--- config.mk ---
export PLATFORM = sky130hd
export DESIGN_NAME = popcount_seq_ctrl
export DESIGN_NICKNAME = d
export VERILOG_FILES = /design/src/rtl/popcount_seq_ctrl.sv
export SDC_FILE = /design/constraint.sdc
export NUM_CORES = 1
export LEC_CHECK = 0
export ABC_AREA = 1
export CAP_MARGIN = 10
export CORE_MARGIN = 8
export CORE_UTILIZATION = 52
export DETAILED_ROUTE_END_ITERATION = 7
export GPL_TIMING_DRIVEN = 0
export PLACE_DENSITY = 0.85
export SYNTH_ARGS = -nofsm -noshare
export SYNTH_HDL_FRONTEND = slang
export SYNTH_HIERARCHICAL = 1
export SYNTH_SLANG_ARGS = --single-unit
--- constraint.sdc ---
create_clock -name clk -period 5.2 [get_ports clk]
set_input_delay 0.52 -clock clk [delete_from_list [all_inputs] [get_ports clk]]
set_output_delay 0.52 -clock clk [all_outputs]
set_load 0.1 [all_outputs]
--- src/rtl/popcount_seq_ctrl.sv ---
// Sequential popcount: one 15-bit slice per cycle through a shared 15:4 compressor.
// Optional POPCNT_THRESH_EN adds a thresh input and an out_ge compare flag.
module adder_15to4 (
  input  logic [14:0] i,
  output logic [3:0]  o
);
  always_comb begin
    o = '0;
    for (int k = 0; k < 15; k++)
      o = o + {3'b000, i[k]};
  end
endmodule

module popcount_seq_ctrl #(
  parameter int VEC_W = 60,
  parameter int CNT_W = 6
) (
  input  logic             clk,
  input  logic             reset,
  input  logic             in_valid,
  output logic             in_ready,
  input  logic [VEC_W-1:0] in_vec,
  output logic             out_valid,
  input  logic             out_ready,
  output logic [CNT_W-1:0] out_count,
  output logic             busy
`ifdef POPCNT_THRESH_EN
  ,
  input  logic [CNT_W-1:0] thresh,
  output logic             out_ge
`endif
);
  localparam int NCHUNK = (VEC_W + 14) / 15;
  localparam int PAD_W  = NCHUNK * 15;
  localparam int IDX_W  = (NCHUNK > 1) ? $clog2(NCHUNK) : 1;

  typedef enum logic [1:0] {
    IDLE = 2'd0,
    RUN  = 2'd1,
    DONE = 2'd2
  } state_t;

  state_t state_q, state_d;

  logic [PAD_W-1:0] shift_q;
  logic [CNT_W-1:0] acc_q;
  logic [CNT_W-1:0] sum;
  logic [CNT_W-1:0] count_q;
  logic [IDX_W-1:0] idx_q;
  logic [3:0]       slice_cnt;
  logic             accept;
  logic             last;

  adder_15to4 u_cmp (
    .i (shift_q[14:0]),
    .o (slice_cnt)
  );

  assign accept = in_valid & in_ready;
  assign last   = (idx_q == IDX_W'(NCHUNK - 1));
  assign sum    = acc_q + CNT_W'(slice_cnt);

  always_ff @(posedge clk) begin
    if (reset) state_q <= IDLE;
    else       state_q <= state_d;
  end

  always_comb begin
    state_d = state_q;
    unique case (state_q)
      IDLE:    if (accept) state_d = RUN;
      RUN:     if (last) state_d = DONE;
      DONE:    if (out_ready) state_d = IDLE;
      default: state_d = IDLE;
    endcase
  end

  always_comb begin
    in_ready  = (state_q == IDLE) & ~reset;
    out_valid = (state_q == DONE);
    busy      = (state_q == RUN) | (state_q == DONE);
  end

  // Padding bits above VEC_W are zero, so they never add to the sum.
  always_ff @(posedge clk) begin
    if (reset) begin
      shift_q <= '0;
      acc_q   <= '0;
      idx_q   <= '0;
      count_q <= '0;
    end else if (accept) begin
      shift_q <= PAD_W'(in_vec);
      acc_q   <= '0;
      idx_q   <= '0;
    end else if (state_q == RUN) begin
      shift_q <= shift_q >> 15;
      acc_q   <= sum;
      idx_q   <= idx_q + 1'b1;
      if (last) count_q <= sum;
    end
  end

  assign out_count = count_q;

`ifdef POPCNT_THRESH_EN
  logic [CNT_W-1:0] thresh_q;
  logic             ge_q;

  always_ff @(posedge clk) begin
    if (reset) begin
      thresh_q <= '0;
      ge_q     <= 1'b0;
    end else if (accept) begin
      thresh_q <= thresh;
    end else if ((state_q == RUN) && last) begin
      ge_q <= (sum >= thresh_q);
    end
  end

  assign out_ge = ge_q;
`endif

endmodule

==> results of run 1 <==
## metal layers
layer  GRT usage [%]  share of wire (%)  routed length [µm]
met1            23.0                 41                4070
met2            35.1                 51                5070
met3            4.01                5.7                 572
met4            9.07                2.8                 279
met5               0                  0                   0
## layout by cell type (no fill, tap or decap), types with 8 or more instances in the layout
cell             count
nor2_1              13
o21ai_0              8
clkdlybuf4s50_1     71
clkbuf_8            10
nand2_1            217
inv_1               62
ha_1                12
dfxtp_1             76
buf_2               11
nand3_1             23
fa_1                11
a31oi_1             27
a21oi_1             21
## state kept, by name, summed over array words and instances (netlist names)
register   count
acc_q          6
idx_q          2
out_count      6
shift_q       60
state_q        2
## area by class of cell
cell class,instances,area (µm²)
clock buffers,10,138
well taps,96,120
clock inverters,6,87.6
multi-input cells,346,1780
flip-flops and latches,76,1520
fillers,556,2090
repair buffers,71,711
plain buffers,24,134
inverters,66,250
## worst paths after layout
kind | startpoint | endpoint | slack (ns) | cells past startpoint
setup / recovery | shift_q[0] | acc_q[3] | 0.74 | 15
hold / removal | reset | shift_q[1] | 0.42 | 2
setup reg to reg | shift_q[0] | acc_q[3] | 0.74 | 15
hold reg to reg | shift_q[58] | shift_q[58] | 0.46 | 2
## kinds of logic after synthesis
group	Yosys count	share of synthesized area (%)
buffers and inverters	90	10.4
xor gates and xnor gates	5	1.19
and+or+nand+nor	258	27.8
adders and majority gates	23	10.0
AOI/OAI and AO/OA	60	9.29
DFF	76	41.2
## through the flow
stage          area (µm²)  total power [mW]  hold WS [ns]
3_5_place_dp         4520              1.57         0.451
3_3_place_gp         4520              1.53         0.446
6_report             4740              2.07         0.418
2_1_floorplan        3690              1.33         0.439
5_1_grt              4740              2.20         0.422
4_1_cts              4740              2.07         0.411
## worst max-delay path: cells and delay by family (launching register included)
family	cells	cell delay, ns
and+or+nand+nor	4	0.41
xor gates and xnor gates	2	0.37
buffers and inverters	2	0.10
DFF	1	0.33
adders and majority gates	7	3.14
## synthesized netlist by cell type
library cell  number
o21ai_0            8
o22ai_1            1
nand2_1          217
inv_4              1
nor2_1            13
buf_2             11
nor2_2             1
buf_4              4
nand3_4            1
a21oi_1           21
inv_2              3
a31oi_1           27
nand3_1           23
xnor2_1            4
buf_1              2
o211ai_1           2
inv_1             62
nand4_1            1
nor2_4             1
buf_6              2
ha_1              12
fa_1              11
dfxtp_1           76
clkbuf_1           5
nand2_2            1
o21a_1             1
xor2_1             1
## report_power, final
group / leakage [nW] / switching [mW] / internal (mW)
clock network: 0.105 / 0.224 / 0.282
logic: 1.37 / 0.554 / 0.303
registers: 0.618 / 0.0493 / 0.661
total: 2.09 / 0.827 / 1.25
==> metrics.md, run 1 <==
| Metric | Value |
|---|---|
| Max FO, Critical Path | 5 |
| I/O pin count | 73 |
| PortBufs | 71 |
| Min setup slack post-route | 0.742 ns |
| Final count of hold timing violations | 0 |
| Clock slew seen by the registers of the worst setup and hold paths | 0.08 ns |
| Min-delay worst type | primary input to flop |
| Cts hold-fix bufs | 0 |
| CP Class | flop to flop |
| Post-synthesis cell type count | 27 |
| Ant. Diodes | 0 |
| Largest net degree at the start of global routing | 14 |
| # setup viols final | 0 |
| Worst EP arrival | 4.71 ns |
| Ranking of synthesized cells by area | dfxtp_1 (41%), nand2_1 (22%), inv_1 (6.3%) |
| CP Cell Sequence | inv_1, fa_1, fa_1, fa_1, fa_1, fa_1, fa_1, xnor2_1, ha_1, nand2_1, nand3_1, xnor2_1, nand2_1, nand2_1, inv_1 |
| Final Util | 69.5% |
| GP Congestion | 0.839 |
| Final nets | 681 |
| TritonCTS buffer count | 9 |
| DR vias/cell | 5.07 |
| Relative slew slack | 34.5% |
| Die Ht | 100 µm |
| Pre-CTS WS | 0.759 ns |
| Clk sinks | 76 |
| Slowest stage delay, CP | 0.56 ns |
| Status | finished, final reports clean |
| Placed cells | 679 |
| Antenna violations before repair | 0 |
| Worst path required time | 5.46 ns |
| Latest clock arrival within the worst-skew pair | 0.35 ns |
| Syn Nets | 599 |
| Worst setup SP type | flop |
| First-pass GRT wire length | 16300 µm |
| Synthesized area per cell | 7.20 µm² |
| Htree depth | 3 |
| LEAKAGE | 2.09 nW |
| Register area share after synthesis | 41.2% |
| CTS tree | yes |
| Layout cells sized above 1 | 6.84% |
| Fin. max-slew vios | 0 |
| Synth area leader | dfxtp_1 |
| DR iter-0 viols | 219 |
| Worst Setup End Kind | flop |
| Tmin final | 4.46 ns |
| Synth top area share | 41.2% |
| Die Wd | 100 µm |
| Clock root buffer | clkbuf_8 |
| Starting Density | 54.0% |
| Full die area | 10000 µm² |
| Slowest CP cell | fa_1 |
| Seq cells post-synth | 76 |
| DRT Wirelength | 9990 µm |
| Aggregate global routing overflow | 0 |
| Post-CTS Setup Repair Bufs | 0 |
| PwrDens | 437 nW/µm² |
| DR pass1 iterations | 5 |
| Placed wire-length estimate | 7450 µm |
| Clock Tree Buf Depth | 2 |
| Routed wire per std cell | 14.4 µm |
| Top cell by count, worst path | fa_1 |
| DR DRC count | 0 |
| Yosys warning total | 6 |
| Gr usage total | 20.1% |
| Worst slew pin tran | 0.979 ns |
| Number of global-route vias before repair | 3579 |
| Fmax | 224 MHz |
| Final period util | 85.7% |
| Gate Count Post-Synth | 512 |
| Final Non-Filler Cells | 695 |
| Netlist Area Pre-Place | 3690 µm² |
| Unrepaired setup endpoints after global routing | no |
| Row count | 30 |
| # resized after CTS | 0 |
| Total number of vias | 3523 |
| Max VDD drop | 199 µV |
| Fin Setup TNS | 0 ns |
| Max-cap check violation count | 0 |
| Final Skew | 0.00769 ns |
| Area delta synth->final | 28.6% |
| Routed Antenna Nets | 0 |
| CORE AREA | 6830 µm² |
No activity file was read; power rests on OpenSTA's default activity.
==> run 2: changes to the inputs <==
--- a/config.mk
+++ b/config.mk
@@ -7,11 +7,13 @@
 export LEC_CHECK = 0
 export ABC_AREA = 1
 export CAP_MARGIN = 10
+export CORE_ASPECT_RATIO = 0.5
 export CORE_MARGIN = 8
 export CORE_UTILIZATION = 52
 export DETAILED_ROUTE_END_ITERATION = 7
 export GPL_TIMING_DRIVEN = 0
 export PLACE_DENSITY = 0.85
+export SETUP_SLACK_MARGIN = 0.2
 export SYNTH_ARGS = -nofsm -noshare
 export SYNTH_HDL_FRONTEND = slang
 export SYNTH_HIERARCHICAL = 1
==> run 2 against run 1 <==
  * Largest power group unchanged
  * Sequential share of layout area is 0.26 points lower
  * Critical path depth unchanged
  * Critical endpoint is now acc_q[4]
  * Worst hold slack gained 0.020 ns
  * Largest cell class unchanged
  * Clock skew is 0.0017 ns lower
  * Wire length decreased by 3.8%
  * Clock power grew 12%
  * Cell count decreased by 0.72%
  * Clock-buffer cell count up 1
  * Non-clock buffer count did not move
  * Die area increased by 1.6%
==> metrics.md, run 2 (synthesis results as in run 1) <==
| Metric | Value |
|---|---|
| Fin. max-slew vios | 0 |
| Top cell by count, worst path | fa_1 |
| Slowest CP cell | fa_1 |
| Max VDD drop | 220 µV |
| Max FO, Critical Path | 2 |
| TritonCTS buffer count | 9 |
| CP Class | flop to flop |
| DR DRC count | 0 |
| Relative slew slack | 32.5% |
| Commonest non-fill, non-tap cell in the layout | nand2_1 |
| PortBufs | 71 |
| Post-CTS Setup Repair Bufs | 0 |
| Area delta synth->final | 29.7% |
| DRT Wirelength | 9610 µm |
| Worst EP arrival | 4.68 ns |
| Htree depth | 3 |
| Starting Density | 54.4% |
| Clock Tree Buf Depth | 2 |
| Most frequent cells in the layout | nand2_1 (217), dfxtp_1 (76), clkdlybuf4s50_1 (71) |
| Worst Setup End Kind | flop |
| DR vias/cell | 5.02 |
| CTS tree | yes |
| Crit path buf inv count | 3 |
| Largest net degree at the start of global routing | 13 |
| Die Wd | 135 µm |
| Clock slew seen by the registers of the worst setup and hold paths | 0.06 ns |
| Tmin final | 4.44 ns |
| WL met3 | 505 µm |
| Final count of hold timing violations | 0 |
| Die Ht | 75.6 µm |
| Worst setup SP type | flop |
| Final nets | 681 |
| Register area | 1520 µm² |
| Multi-input gate area | 1780 µm² |
| Worst path required time | 5.44 ns |
| Fmax | 225 MHz |
| Final period util | 85.5% |
| Filler cells | 578 |
| Number of global-route vias before repair | 3490 |
| M1 WL | 4160 µm |
| Placed wire-length estimate | 7230 µm |
| Ant. Diodes | 0 |
| Worst slew pin tran | 1.01 ns |
| Final Skew | 0.00602 ns |
| Clk sinks | 76 |
| Latest clock arrival within the worst-skew pair | 0.34 ns |
| Max-cap check violation count | 0 |
| CORE AREA | 6780 µm² |
| Most flops, register | shift_q |
| R2r setup slk | 0.76 ns |
| Fin Setup TNS | 0 ns |
| Clock root buffer | clkbuf_16 |
| Antenna violations before repair | 0 |
| Slowest stage delay, CP | 0.56 ns |
| Total number of vias | 3461 |
| # setup viols final | 0 |
| Top routing layer used | met4 |
| GP Congestion | 0.812 |
| LEAKAGE | 2.12 nW |
| Max reg flops | 60 |
| Met2 WL | 4750 µm |
| First-pass GRT wire length | 15600 µm |
| Routed Antenna Nets | 0 |
| Layout cells sized above 1 | 6.52% |
| Unrepaired setup endpoints after global routing | no |
| Aggregate global routing overflow | 0 |
| Min-delay worst type | primary input to flop |
| DR iter-0 viols | 201 |
| Pre-CTS WS | 0.757 ns |
| Min setup slack post-route | 0.756 ns |
| DR pass1 iterations | 5 |
| # resized after CTS | 0 |
| PwrDens | 446 nW/µm² |
| Cts hold-fix bufs | 0 |
| Full die area | 10200 µm² |
| Row count | 21 |
| Status | finished, final reports clean |
| Gr usage total | 19.5% |
| CP Cell Sequence | inv_1, fa_1, fa_1, fa_1, fa_1, fa_1, fa_1, inv_1, fa_1, nand3_1, nand2_1, xnor2_1, nand2_1, nand2_1, inv_1 |
| CP top delay family | adder cells |
| I/O pin count | 73 |
| Routed wire per std cell | 13.9 µm |
-- run 2: cell count changes in the layout (fill, tap and decap cells not counted), sizes merged --
cell | before | now
clkinvlp | 3 | 1
clkbuf | 15 | 16
bufinv | 2 | 0
clkinv | 1 | 3
-- run 2: path summary, 6_finish.rpt --
path,startpoint,end,depth (start not counted)
max,shift_q[0],acc_q[4],15
min,reset,shift_q[1],2
max reg2reg,shift_q[0],acc_q[4],15
min reg2reg,shift_q[50],shift_q[50],2
-- run 2: cell type report --
cell class / instances / share of cell area [%]
Multi-Input combinational cell: 346 / 37.3
Sequential cell: 76 / 31.8
Timing Repair Buffer: 71 / 14.9
Inverter: 66 / 5.23
Clock buffer: 11 / 5.07
Buffer: 24 / 2.80
Tap cell: 92 / 2.41
Clock inverter: 4 / 0.549
-- run 2: worst reg2reg max path, stage by stage (launching register included) --
cell	delay, ns
dfxtp_1	0.34
inv_1	0.06
fa_1	0.56
fa_1	0.46
fa_1	0.54
fa_1	0.43
fa_1	0.41
fa_1	0.49
inv_1	0.06
fa_1	0.44
nand3_1	0.09
nand2_1	0.07
xnor2_1	0.21
nand2_1	0.08
nand2_1	0.07
inv_1	0.03
-- run 2: through the flow --
step | total power, mW | hold WS [ns] | instance area [µm²] | cells | utilization [%]
after floorplan | 1.33 | 0.439 | 3690 | 512 | -
after global placement | 1.54 | 0.447 | 4510 | 675 | 66.6
after detailed placement | 1.57 | 0.452 | 4510 | 675 | 66.6
after CTS | 2.14 | 0.429 | 4780 | 690 | 70.6
after global routing | 2.27 | 0.449 | 4780 | 690 | 70.6
final | 2.13 | 0.438 | 4780 | 690 | 70.6
-- run 2: power breakdown --
part           switching, mW  internal, mW
Sequential            0.0498         0.662
Clock                  0.236         0.332
Combinational          0.550         0.305
-- run 2: layer usage --
layer | vias up | global-route usage [%]
met5 | - | 0
met4 | 0 | 9.39
met3 | 19 | 4.74
li1 | 1750 | -
met1 | 1595 | 21.5
met2 | 97 | 35.7
